<file path="config.mk">
export PLATFORM = sky130hd
export DESIGN_NAME = rect_motion_ctrl_flat
export DESIGN_NICKNAME = d
export VERILOG_FILES = /design/src/rtl/rect_motion_ctrl_if.sv /design/src/rtl/rect_motion_ctrl.sv /design/src/flat_wrapper.sv
export SDC_FILE = /design/constraint.sdc
export NUM_CORES = 1
export LEC_CHECK = 0
export CORE_MARGIN = 5
export CORE_UTILIZATION = 49
export DETAILED_ROUTE_END_ITERATION = 8
export DONT_BUFFER_PORTS = 1
export GPL_TIMING_DRIVEN = 0
export PLACE_DENSITY = 0.7
export REMOVE_ABC_BUFFERS = 1
export SLEW_MARGIN = 20
export SYNTH_ARGS = -nofsm -noshare
export SYNTH_HDL_FRONTEND = slang
export SYNTH_SLANG_ARGS = --single-unit
</file>
<file path="constraint.sdc">
create_clock -name clk -period 3.5 [get_ports clk]
set_clock_uncertainty 0.15 [all_clocks]
set_input_delay 0.35 -clock clk [delete_from_list [all_inputs] [get_ports clk]]
set_output_delay 0.35 -clock clk [all_outputs]
set_load 0.05 [all_outputs]
</file>
<file path="src/rtl/rect_motion_ctrl_if.sv">
// Control and rectangle-state bundle between the frame sequencer and the
// motion controller.
interface rect_motion_ctrl_if;
    logic       frame_start;
    logic       run;
    logic       step_btn;
    logic       swap_req;
    logic [9:0] main_x;
    logic [9:0] main_y;
    logic [9:0] sec_x;
    logic [9:0] sec_y;
    logic       main_on_top;
    logic       collide;
    logic [7:0] hit_count;
    logic       busy;

    modport master (
        output frame_start, run, step_btn, swap_req,
        input  main_x, main_y, sec_x, sec_y, main_on_top, collide, hit_count, busy
    );
    modport slave (
        input  frame_start, run, step_btn, swap_req,
        output main_x, main_y, sec_x, sec_y, main_on_top, collide, hit_count, busy
    );
endinterface

</file>
<file path="src/rtl/rect_motion_ctrl.sv">
// Per-frame motion of two bouncing rectangles, updated during vertical blanking,
// with overlap detection, hit counting and draw-priority control.
module rect_motion_ctrl #(
    parameter int H_ACTIVE  = 640,
    parameter int V_ACTIVE  = 480,
    parameter int MAIN_SIZE = 56,
    parameter int SEC_SIZE  = 28,
    parameter int STEP      = 2,
    parameter int MAIN_X0   = 60,
    parameter int MAIN_Y0   = 30,
    parameter int SEC_X0    = 420,
    parameter int SEC_Y0    = 300
) (
    input  logic              clk,
    input  logic              rst_n,
    rect_motion_ctrl_if.slave bus
);
    typedef enum logic [1:0] {IDLE, UPD_MAIN, UPD_SEC, CHECK} state_t;

    // neg=1 means the axis is currently moving towards 0
    typedef struct packed {
        logic [9:0] pos;
        logic       neg;
    } axis_t;

    localparam logic signed [11:0] STEP_S = 12'(STEP);
    localparam logic signed [11:0] H_LIM  = 12'(H_ACTIVE);
    localparam logic signed [11:0] V_LIM  = 12'(V_ACTIVE);
    localparam logic signed [11:0] MAIN_S = 12'(MAIN_SIZE);
    localparam logic signed [11:0] SEC_S  = 12'(SEC_SIZE);

    function automatic axis_t axis_upd(input axis_t a, input logic signed [11:0] size,
                                       input logic signed [11:0] lim);
        logic signed [11:0] nxt;
        axis_t r;
        nxt = a.neg ? $signed({2'b00, a.pos}) - STEP_S : $signed({2'b00, a.pos}) + STEP_S;
        r = a;
        if (nxt < 12'sd0) begin
            r.pos = '0;
            r.neg = ~a.neg;
        end else if (nxt + size > lim) begin
            r.pos = 10'(lim - size);
            r.neg = ~a.neg;
        end else begin
            r.pos = nxt[9:0];
        end
        return r;
    endfunction

    state_t     state, state_nxt;
    axis_t      mx, my, sx, sy;
    logic       main_on_top_q, collide_q, step_pend, swap_pend;
    logic [7:0] hit_q;
    logic       ov;

    always_comb begin
        state_nxt = state;
        case (state)
            IDLE:     if (bus.frame_start && (bus.run || step_pend)) state_nxt = UPD_MAIN;
            UPD_MAIN: state_nxt = UPD_SEC;
            UPD_SEC:  state_nxt = CHECK;
            CHECK:    state_nxt = IDLE;
            default:  state_nxt = IDLE;
        endcase
    end

    always_ff @(posedge clk or negedge rst_n) begin
        if (!rst_n) state <= IDLE;
        else        state <= state_nxt;
    end

    // Overlap is evaluated on the freshly updated origins, so it is only
    // meaningful in CHECK.
    always_comb begin
        ov = ({1'b0, mx.pos} < {1'b0, sx.pos} + 11'(SEC_SIZE))  &&
             ({1'b0, sx.pos} < {1'b0, mx.pos} + 11'(MAIN_SIZE)) &&
             ({1'b0, my.pos} < {1'b0, sy.pos} + 11'(SEC_SIZE))  &&
             ({1'b0, sy.pos} < {1'b0, my.pos} + 11'(MAIN_SIZE));
    end

    always_ff @(posedge clk or negedge rst_n) begin
        if (!rst_n) begin
            mx            <= '{10'(MAIN_X0), 1'b0};
            my            <= '{10'(MAIN_Y0), 1'b0};
            sx            <= '{10'(SEC_X0), 1'b1};
            sy            <= '{10'(SEC_Y0), 1'b1};
            main_on_top_q <= 1'b1;
            collide_q     <= 1'b0;
            hit_q         <= '0;
            step_pend     <= 1'b0;
            swap_pend     <= 1'b0;
        end else begin
            if (state == IDLE && state_nxt == UPD_MAIN) step_pend <= 1'b0;
            else if (bus.step_btn && !bus.run)          step_pend <= 1'b1;

            // A swap request landing in CHECK is held over for the next update
            if (state == CHECK) swap_pend <= bus.swap_req;
            else                swap_pend <= swap_pend | bus.swap_req;

            case (state)
                UPD_MAIN: begin
                    mx <= axis_upd(mx, MAIN_S, H_LIM);
                    my <= axis_upd(my, MAIN_S, V_LIM);
                end
                UPD_SEC: begin
                    sx <= axis_upd(sx, SEC_S, H_LIM);
                    sy <= axis_upd(sy, SEC_S, V_LIM);
                end
                CHECK: begin
                    main_on_top_q <= main_on_top_q ^ swap_pend;
                    collide_q     <= ov;
                    if (ov && !collide_q && hit_q != 8'hFF) hit_q <= hit_q + 8'd1;
                end
                default: ;
            endcase
        end
    end

    assign bus.main_x      = mx.pos;
    assign bus.main_y      = my.pos;
    assign bus.sec_x       = sx.pos;
    assign bus.sec_y       = sy.pos;
    assign bus.main_on_top = main_on_top_q;
    assign bus.collide     = collide_q;
    assign bus.hit_count   = hit_q;
    assign bus.busy        = (state != IDLE);
endmodule

</file>
<file path="src/flat_wrapper.sv">
// flat-port wrapper written by rule: the top's interface ports become plain ports
module rect_motion_ctrl_flat 
#(
    parameter int H_ACTIVE  = 640,
    parameter int V_ACTIVE  = 480,
    parameter int MAIN_SIZE = 56,
    parameter int SEC_SIZE  = 28,
    parameter int STEP      = 2,
    parameter int MAIN_X0   = 60,
    parameter int MAIN_Y0   = 30,
    parameter int SEC_X0    = 420,
    parameter int SEC_Y0    = 300
)
  (clk, rst_n, bus_frame_start, bus_run, bus_step_btn, bus_swap_req, bus_main_x, bus_main_y, bus_sec_x, bus_sec_y, bus_main_on_top, bus_collide, bus_hit_count, bus_busy);
  rect_motion_ctrl_if bus_i ();
  input  logic clk;
  input  logic rst_n;
  input wire logic [$bits(bus_i.frame_start)-1:0] bus_frame_start;
  input wire logic [$bits(bus_i.run)-1:0] bus_run;
  input wire logic [$bits(bus_i.step_btn)-1:0] bus_step_btn;
  input wire logic [$bits(bus_i.swap_req)-1:0] bus_swap_req;
  output wire logic [$bits(bus_i.main_x)-1:0] bus_main_x;
  output wire logic [$bits(bus_i.main_y)-1:0] bus_main_y;
  output wire logic [$bits(bus_i.sec_x)-1:0] bus_sec_x;
  output wire logic [$bits(bus_i.sec_y)-1:0] bus_sec_y;
  output wire logic [$bits(bus_i.main_on_top)-1:0] bus_main_on_top;
  output wire logic [$bits(bus_i.collide)-1:0] bus_collide;
  output wire logic [$bits(bus_i.hit_count)-1:0] bus_hit_count;
  output wire logic [$bits(bus_i.busy)-1:0] bus_busy;
  assign bus_i.frame_start = bus_frame_start;
  assign bus_i.run = bus_run;
  assign bus_i.step_btn = bus_step_btn;
  assign bus_i.swap_req = bus_swap_req;
  assign bus_main_x = bus_i.main_x;
  assign bus_main_y = bus_i.main_y;
  assign bus_sec_x = bus_i.sec_x;
  assign bus_sec_y = bus_i.sec_y;
  assign bus_main_on_top = bus_i.main_on_top;
  assign bus_collide = bus_i.collide;
  assign bus_hit_count = bus_i.hit_count;
  assign bus_busy = bus_i.busy;
  rect_motion_ctrl #(.H_ACTIVE(H_ACTIVE), .V_ACTIVE(V_ACTIVE), .MAIN_SIZE(MAIN_SIZE), .SEC_SIZE(SEC_SIZE), .STEP(STEP), .MAIN_X0(MAIN_X0), .MAIN_Y0(MAIN_Y0), .SEC_X0(SEC_X0), .SEC_Y0(SEC_Y0)) u_core (.clk(clk), .rst_n(rst_n), .bus(bus_i));
endmodule
</file>
-- After elaboration in Yosys (flattened, before gate mapping)
Cells that the tools add are included.
- input port bits: 6
- register bits after elaboration: 58
- add/sub/neg operators: 17
- reductions and logical operators: 23
- equal/unequal tests: 5
- bitwise operators: 6
- order comparisons: 12
- muxes and demuxes: 21
- operators with widths (cell ; number):
    12-bit by 1-bit less-than comparator with 1-bit output (second input constant) ; 4
    12-bit two-way mux ; 4
    10-bit by 2-bit adder with 11-bit output (second input constant) ; 4
    10-bit by 11-bit less-than comparator with 1-bit output ; 4
    11-bit two-way mux ; 4
    10-bit by 2-bit subtractor with 11-bit output (second input constant) ; 4
    10-bit two-way mux ; 4
    12-bit by 6-bit adder with 12-bit output (second input constant) ; 2
    12-bit by 7-bit adder with 12-bit output (second input constant) ; 2
    12-bit by 10-bit > comparator with 1-bit output (second input constant) ; 2
    12-bit by 11-bit > comparator with 1-bit output (second input constant) ; 2
    10-bit by 5-bit adder with 11-bit output (second input constant) ; 2
    10-bit by 6-bit adder with 11-bit output (second input constant) ; 2
    2-bit nonzero test ; 6
    2-bit AND reduction ; 5
    8-bit by 1-bit adder with 8-bit output (second input constant) ; 1
    1-bit logical AND ; 8
    8-bit inequality test (second input constant) ; 1
    2-bit one-hot mux with 4 select lines ; 1
    1-bit two-way mux ; 7
    2-bit by 1-bit == test with 1-bit output (second input constant) ; 2
    2-bit == test (second input constant) ; 2
    1-bit inverter ; 4
    1-bit logical NOT ; 2
    5 further kinds ; 5

-- Depth between registers and ports, before layout
Gate-level depths: netlist of run 1.
- depth in word-level cells: 8
- mapped depth: 15

-- Worst setup path after synthesis of run 1
OpenSTA, ideal clock, no wires.
- path kind: register -> register
- start: register u_core.mx, in the netlist u_core.bus.main_x[3]
- end: register u_core.hit_q[5] (netlist: u_core.bus.hit_count[5])
- data required time: 3.268 ns
- cell stages (with the launch flop): 16
- setup time: 0.082 ns
- setup slack: 0.097 ns
- arrival: 3.171 ns
- path buffers: 1
- path through: dfstp_2 inv_1 ha_1 nand2_1 nand2_1 xnor2_1 ha_1 a21oi_1 o21ai_0 or4_1 o21ai_0 o2111ai_1 or3_1 clkbuf_1 nor3_1 xor2_1
- cells in the longest elaborated chain, start to end: 8
- elaborated cells between the ends (all ways): 9
- classes of those cells: add/sub (1); order compare (2); reduce/logical (6)
- ends and longest elaborated chain (what ; line ; source):
    start: declaration ; rect_motion_ctrl.sv:51 ; axis_t mx, my, sx, sy;
    start signal: assignment ; rect_motion_ctrl.sv:83 ; mx <= '{10'(MAIN_X0), 1'b0};
    start signal: assignment ; rect_motion_ctrl.sv:102 ; mx <= axis_upd(mx, MAIN_S, H_LIM);
    10-bit by 6-bit adder with 11-bit output ; rect_motion_ctrl.sv:76 ; ({1'b0, sx.pos} < {1'b0, mx.pos} + 11'(MAIN_SIZE)) &&
    10-bit by 11-bit less-than comparator with 1-bit output ; rect_motion_ctrl.sv:76 ;
    1-bit logical AND * ; rect_motion_ctrl.sv:75 ; ov = ({1'b0, mx.pos} < {1'b0, sx.pos} + 11'(SEC_SIZE)) &&
    1-bit logical AND * ; rect_motion_ctrl.sv:76 ;
    1-bit logical AND * ; rect_motion_ctrl.sv:77 ; ({1'b0, my.pos} < {1'b0, sy.pos} + 11'(SEC_SIZE)) &&
    1-bit logical AND * (2 in series) ; rect_motion_ctrl.sv:112 ; if (ov && !collide_q && hit_q != 8'hFF) hit_q <= hit_q + 8'd1;
    2-bit AND reduction (no source line) * ; - ;
    end signal: assignment ; rect_motion_ctrl.sv:112 ;
    end: declaration ; rect_motion_ctrl.sv:53 ; logic [7:0] hit_q;
Every way passes the cells marked *; elsewhere a longest branch is shown, timed or not.
A chain may end at the register's enable or synchronous reset.

-- Worst setup path in the final report of run 1
- start: register u_core.mx, in the netlist u_core.bus.main_x[4]
- end: register u_core.hit_q[5] (netlist: u_core.bus.hit_count[5])
The elaborated chain is that of the path after synthesis.

==> run_results.csv, run 1 <==
group,metric,value,unit
synth,ys_seq_area_share,25.1,%
synth,syn_area,5480,um2
floorplanning,num_io_pins,57,
synth,synthFlopType,"dfrtp_1",
floorplanning,core,10900,um2
synth,synth_edf_count,0,
sta,setup_viol,8,
layout,fin_cells,740,
synth,avgSynthCellArea,8.62,um2
global_routing,grt_usage,19.8,%
global_routing,globalRouteOverflowTotal,0,
layout,final_cell_area,5930,um2
synth,yosysWarnings,0,
sta,timing.final.crit_share,102,%
synth,synthTopCellsByArea,"dfrtp_1 16%, ha_1 14%, dfstp_2 9.1%, xnor2_1 6.1%, buf_4 5.8%",
sta,fin_crit,3.57,ns
run,maxCapViolations,0,
global_routing,antenna_found_initial,0,
worst_setup_path,crit_chain,"inv_4, ha_4, nand2_2, nand2_1, xnor2_1, ha_1, a21oi_2, o21ai_1, or4_1, o21ai_2, o2111ai_4, or3_4, nor3_4, xor2_1",
placed_design,port_buffers,0,
sta,slew_violations,0,
drt,avgViaCountPerCell,6.02,
worst_setup_path,worst_ep_required_time,3.62,ns
worst_setup_path,path_class,"register to register",
drt,drc_errors,0,
pwr,leakage,2.50,nW
global_routing,grt_pass1_vias,4396,
sta,hold_viol_final,0,
layout,utilization,54.4,%
synth,synthArstFlopShare,100,%
clocking,clk_latency,0.33,ns
worst_setup_path,critPathCaptureType,"register",
status,status,"complete, but fails checks",
clocking,cts_tree,"yes",
placed_design,place_inst,710,
floorplanning,dieArea,13400,um2
global_routing,grt_max_degree,55,
synth,ys_ff_latch,54,
sta,max_freq,0.280,GHz
min_path,hold_class,"input port to register",
placed_design,dp_hpwl,9070,um
synth,yosys.area.top_type,"dfrtp_1",
worst_setup_path,arrival,3.69,ns
worst_setup_path,cp_max_fo,8,
global_routing,grt_pass1_wl,21500,um
worst_setup_path,cpMaxStageDelayCell,"dfstp_4",
clocking,cts_root_buffer,"clkbuf_8",
synth,ys_top_cells_by_count,"63 x ha_1, 49 x nand2_1, 45 x nor2_1, 42 x buf_4, 38 x xnor2_1",
sta,layout_setup_ws,-0.0721,ns
drt,routed-via-count,4458,
placed_design,place_area,5240,um2
clocking,cts_buffer_depth,2,
synth,synth_most_common_cell,"ha_1",
clocking,cts_num_sinks,54,
layout,syn_to_final_growth,8.25,%
placed_design,post-place-ws,-0.614,ns
worst_setup_path,slowest_delay,0.78,ns
worst_setup_path,startpoint_type,"register",
layout,layout-drive-gt1-share,20.5,%
clocking,clk_pin_slew_worst_paths,0.10,ns
drt,routed_wl,13100,um
floorplanning,initial_core_util,50.3,%
clocking,numCtsBuffers,5,
pwr,powerDensity,684,nW/um2
synth,postSynthCellCount,635,
placed_design,gp_congestion,0.876,
drt,drt_iter0_markers,288,
sta,worstMarginPinSlew,0.979,ns
floorplanning,die_y,116,um
drt,ant_nets,0,
sta,rsz0062_at_grt,"true",
pwr,peakVddDrop,0.540,mV
sta,relSlewSlack,34.8,%
pwr,power.total,0.00405,W
synth,yosysUniqueCellTypes,75,
floorplanning,row_count,38,
clocking,htree_levels,2,
floorplanning,die_x,116,um
drt,wl_per_cell,17.7,um
drt,dr.pass1.iters,4,
synth,yosysTopAreaCellShare,16.0,%
status,violations,"setup timing",
layout,nets,668,
layout,num_antenna_cells,0,
metrics by stage:
step                      hold WS [ns]  TNS (ns)
after global routing            0.0334     -2.01
final                           0.0424    -0.316
after CTS                       0.0216    -0.618
after detailed placement       -0.0939     -7.20
after global placement         -0.0938     -5.74
after floorplan                -0.0956    -0.511
area by class of cell:
| cell class | instances | area [um2] |
|---|---|---|
| fill | 976 | 4960 |
| multi-input combinational | 482 | 3860 |
| sequential | 54 | 1440 |
| timing repair buffer | 22 | 200 |
| tap | 140 | 175 |
| inverter | 34 | 145 |
| clock buffer | 6 | 72.6 |
| clock inverter | 2 | 38.8 |
sequential cells by signal, summed over array words and instances, names as in the netlist, 2 cells and up:
signal                count
u_core.bus.main_x         9
u_core.bus.sec_x          9
u_core.state              2
u_core.bus.main_y         9
u_core.bus.hit_count      8
u_core.bus.sec_y          9
power breakdown:
part | switching (W) | internal [W]
registers | 0.000713 | 0.000860
logic | 0.00112 | 0.000914
clock network | 0.000231 | 0.000215
worst max-delay path, delay by kind of cell, from the launching register on:
kind                       cells  cell delay (ns)
AOI/OAI and AO/OA              4             0.51
DFF                            1             0.78
buffers and inverters          1             0.07
xor gates and xnor gates       2             0.32
and+or+nand+nor                5             1.20
adders and majority gates      2             0.48
repair_timing:
action,CTS,global route
pin swaps,17,13
hold buffers,3,0
buffers inserted,11,8
resized for setup,72,31
gates cloned,0,0
setup endpoints to repair,24,25
endpoints found under the hold margin,55,0
path summary, 6_finish.rpt:
kind	start	endpoint	slack [ns]	cells past startpoint
worst min register to register	u_core.swap_pend$_DFF_PN0_	u_core.swap_pend$_DFF_PN0_	0.34	1
max in group asynchronous	rst_n	u_core.bus.sec_x[5]$_DFFE_PN1P_	2.50	2
worst max register to register	u_core.bus.main_x[4]$_DFFE_PN1P_	u_core.bus.hit_count[5]$_DFFE_PN0P_	-0.07	14
worst max-delay path	u_core.bus.main_x[4]$_DFFE_PN1P_	u_core.bus.hit_count[5]$_DFFE_PN0P_	-0.07	14
min in group asynchronous	rst_n	u_core.bus.main_y[9]$_DFFE_PN0P_	0.39	2
worst min-delay path	bus_frame_start	u_core.state[0]$_DFF_PN0_	0.04	2
kinds of logic after synthesis:
logic type      count (synthesis)  synth area share [%]
simple gates                  203                  19.8
compound gates                136                  17.9
buf+inv                       102                  10.0
fa+ha+maj                      63                  14.4
xor+xnor                       62                  9.92
flops                          54                  25.1
mux                            14                  2.72
other cells                     1                0.0685
cell usage in the layout, fill, tap and decap left out, types with 10 or more instances in the layout:
| cell type | instances |
|---|---|
| nand4_1 | 13 |
| dfrtp_1 | 25 |
| nand2_1 | 48 |
| nor2_1 | 41 |
| nor3_1 | 10 |
| dfstp_4 | 12 |
| xnor2_1 | 35 |
| inv_1 | 23 |
| nand3_1 | 15 |
| buf_4 | 11 |
| o21a_1 | 11 |
| a21oi_1 | 15 |
| o21ai_0 | 24 |
| xor2_1 | 24 |
| ha_1 | 58 |
metal layers:
layer	vias up	share of wire, %	track usage (%)
li1	2152	-	-
met1	2167	43	24.9
met2	124	49	33.9
met3	15	6.7	5.54
met4	0	1.2	4.95
met5	-	0	0
No activity file was read; power rests on OpenSTA's default activity.
==> inputs of run 2 (changes only) <==
--- a/config.mk
+++ b/config.mk
@@ -10,7 +10,7 @@
 export DETAILED_ROUTE_END_ITERATION = 8
 export DONT_BUFFER_PORTS = 1
 export GPL_TIMING_DRIVEN = 0
-export PLACE_DENSITY = 0.7
+export PLACE_DENSITY = 0.66
 export REMOVE_ABC_BUFFERS = 1
 export SLEW_MARGIN = 20
 export SYNTH_ARGS = -nofsm -noshare
==> run 2 against run 1 <==
Die area stayed put; clock power is 11% lower; final area is 0.95% lower; via count is 0.18% lower; sequential share of layout area is 0.15 points higher; worst hold slack worse by 0.0013 ns; clock-buffer cell count stayed put; the flow still finishes with violations (setup timing); sequential power hardly changed; sequential cell count stayed put; largest cell class unchanged.
==> run_results.csv, run 2 (same netlist as run 1, synthesis figures left out) <==
group,metric,value,unit
sta,setup_viol,12,
layout,nFillCells,1001,
status,status,"complete, but fails checks",
pwr,p_switching,0.00203,W
layout,nets,674,
pwr,clock_power_share,10.1,%
placed_design,place_area,5240,um2
layout,syn_to_final_growth,7.22,%
layout,num_antenna_cells,0,
pwr,p_int,0.00187,W
sta,relSlewSlack,34.9,%
drt,dr.pass1.iters,4,
global_routing,grt_pass1_vias,4564,
floorplanning,row_count,38,
worst_setup_path,critPathCaptureType,"register",
floorplanning,core,10900,um2
clocking,cts_tree,"yes",
pwr,leakage,2.51,nW
worst_setup_path,arrival,3.71,ns
drt,avgViaCountPerCell,5.97,
floorplanning,initial_core_util,50.3,%
worst_setup_path,rr_worst_depth,13,
floorplanning,num_io_pins,57,
run,maxCapViolations,0,
placed_design,gp_congestion,0.853,
clocking,cts_root_buffer,"clkbuf_8",
clocking,htree_levels,2,
clocking,cts_num_sinks,54,
pwr,peakVddDrop,0.472,mV
placed_design,dp_hpwl,9440,um
sta,hold_viol_final,0,
placed_design,port_buffers,0,
sta,fin_crit,3.60,ns
clocking,cts_buffer_depth,2,
sta,hold_slack,0.0411,ns
sta,max_freq,0.277,GHz
sta,slew_violations,0,
global_routing,grt_pass1_wl,22400,um
floorplanning,die_y,116,um
clocking,clk_latency,0.32,ns
sta,timing.final.crit_share,103,%
status,violations,"setup timing",
layout,layout-drive-gt1-share,20.8,%
pwr,comb_power_share,49.6,%
worst_setup_path,startpoint_type,"register",
sta,layout_setup_ws,-0.104,ns
drt,drt_iter0_markers,216,
layout,layout_common_cells,"58 x ha_1, 48 x nand2_1, 39 x nor2_1",
worst_setup_path,worst_ep_required_time,3.60,ns
drt,ant_nets,0,
layout,utilization,53.9,%
worst_setup_path,path_class,"register to register",
pwr,switching_share,52.0,%
worst_setup_path,cp_max_fo,8,
global_routing,grt_max_degree,55,
drt,routed-via-count,4450,
sta,rsz0062_at_grt,"true",
global_routing,antenna_found_initial,0,
global_routing,grt_usage,20.5,%
layout,layout.cells.most_common,"ha_1",
drt,wl_per_cell,18.0,um
drt,drc_errors,0,
floorplanning,dieArea,13400,um2
min_path,hold_class,"input port to register",
layout,final_cell_area,5870,um2
pwr,seqPwrFrac,40.3,%
clocking,clk_pin_slew_worst_paths,0.11,ns
min_path,min_path_cells,2,
sta,worstMarginPinSlew,0.977,ns
floorplanning,die_x,116,um
pwr,powerDensity,664,nW/um2
drt,routed_wl,13500,um
clocking,numCtsBuffers,5,
global_routing,globalRouteOverflowTotal,0,
run 2: layout make-up:
cell class                      count  area [um2]  area share [%]
Sequential cell                    54        1430            24.4
Timing Repair Buffer               28         225            3.84
Clock buffer                        6        82.6            1.41
Inverter                           34         145            2.47
Clock inverter                      2        16.3           0.277
Multi-Input combinational cell    482        3800            64.7
Tap cell                          140         175            2.98
run 2: repair_timing:
action | 4_1_cts | 5_1_grt
pin swaps | 18 | 10
endpoints found under the setup margin | 26 | 27
setup buffers | 21 | 5
resized for setup | 73 | 17
hold buffers | 3 | 0
hold endpoints to repair | 55 | 0
run 2: stage by stage:
step,setup slack (ns),setup TNS (ns),instances,power [W]
3_3_place_gp,-0.544,-5.97,710,0.00311
4_1_cts,-0.117,-0.655,742,0.00385
5_1_grt,-0.286,-3.64,746,0.00422
2_1_floorplan,-0.118,-0.511,570,0.00275
3_5_place_dp,-0.603,-7.64,710,0.00320
6_report,-0.104,-0.631,746,0.00390
run 2: critical path, stage by stage, from the launching register on:
cell and delay (ns):
dfstp_4 0.78, inv_2 0.08, ha_2 0.22, nand2b_1 0.09, nand2_1 0.07, xor2_1 0.20
ha_1 0.36, a21o_1 0.18, a211oi_2 0.23, a21o_1 0.20, o2111ai_2 0.16, or3_4 0.47
nor3_4 0.19, xor2_1 0.15
run 2: power groups by stage:
stage / clock network, W / logic, W / registers (W)
final: 0.000396 / 0.00193 / 0.00157
after global routing: 0.000444 / 0.00217 / 0.00160
after CTS: 0.000413 / 0.00187 / 0.00157
after detailed placement: 0 / 0.00166 / 0.00153
after global placement: 0 / 0.00159 / 0.00152
after floorplan: 0 / 0.00132 / 0.00143
run 2: metal layers:
| metal | vias to the layer above | part of all wire (%) | global-route usage (%) |
|---|---|---|---|
| met2 | 124 | 49 | 36.0 |
| li1 | 2152 | - | - |
| met3 | 21 | 6.3 | 4.86 |
| met5 | - | 0 | 0 |
| met4 | 0 | 1.7 | 5.57 |
| met1 | 2153 | 43 | 25.3 |
run 2: path summary, 6_finish.rpt:
kind	end	start	slack (ns)
max reg2reg	u_core.bus.hit_count[5]$_DFFE_PN0P_	u_core.bus.main_y[3]$_DFFE_PN1P_	-0.10
max	u_core.bus.hit_count[5]$_DFFE_PN0P_	u_core.bus.main_y[3]$_DFFE_PN1P_	-0.10
max in group asynchronous	u_core.bus.main_y[3]$_DFFE_PN1P_	rst_n	2.47
min	u_core.state[0]$_DFF_PN0_	bus_frame_start	0.04
min in group asynchronous	u_core.bus.sec_y[4]$_DFFE_PN0P_	rst_n	0.43
min reg2reg	u_core.swap_pend$_DFF_PN0_	u_core.swap_pend$_DFF_PN0_	0.34
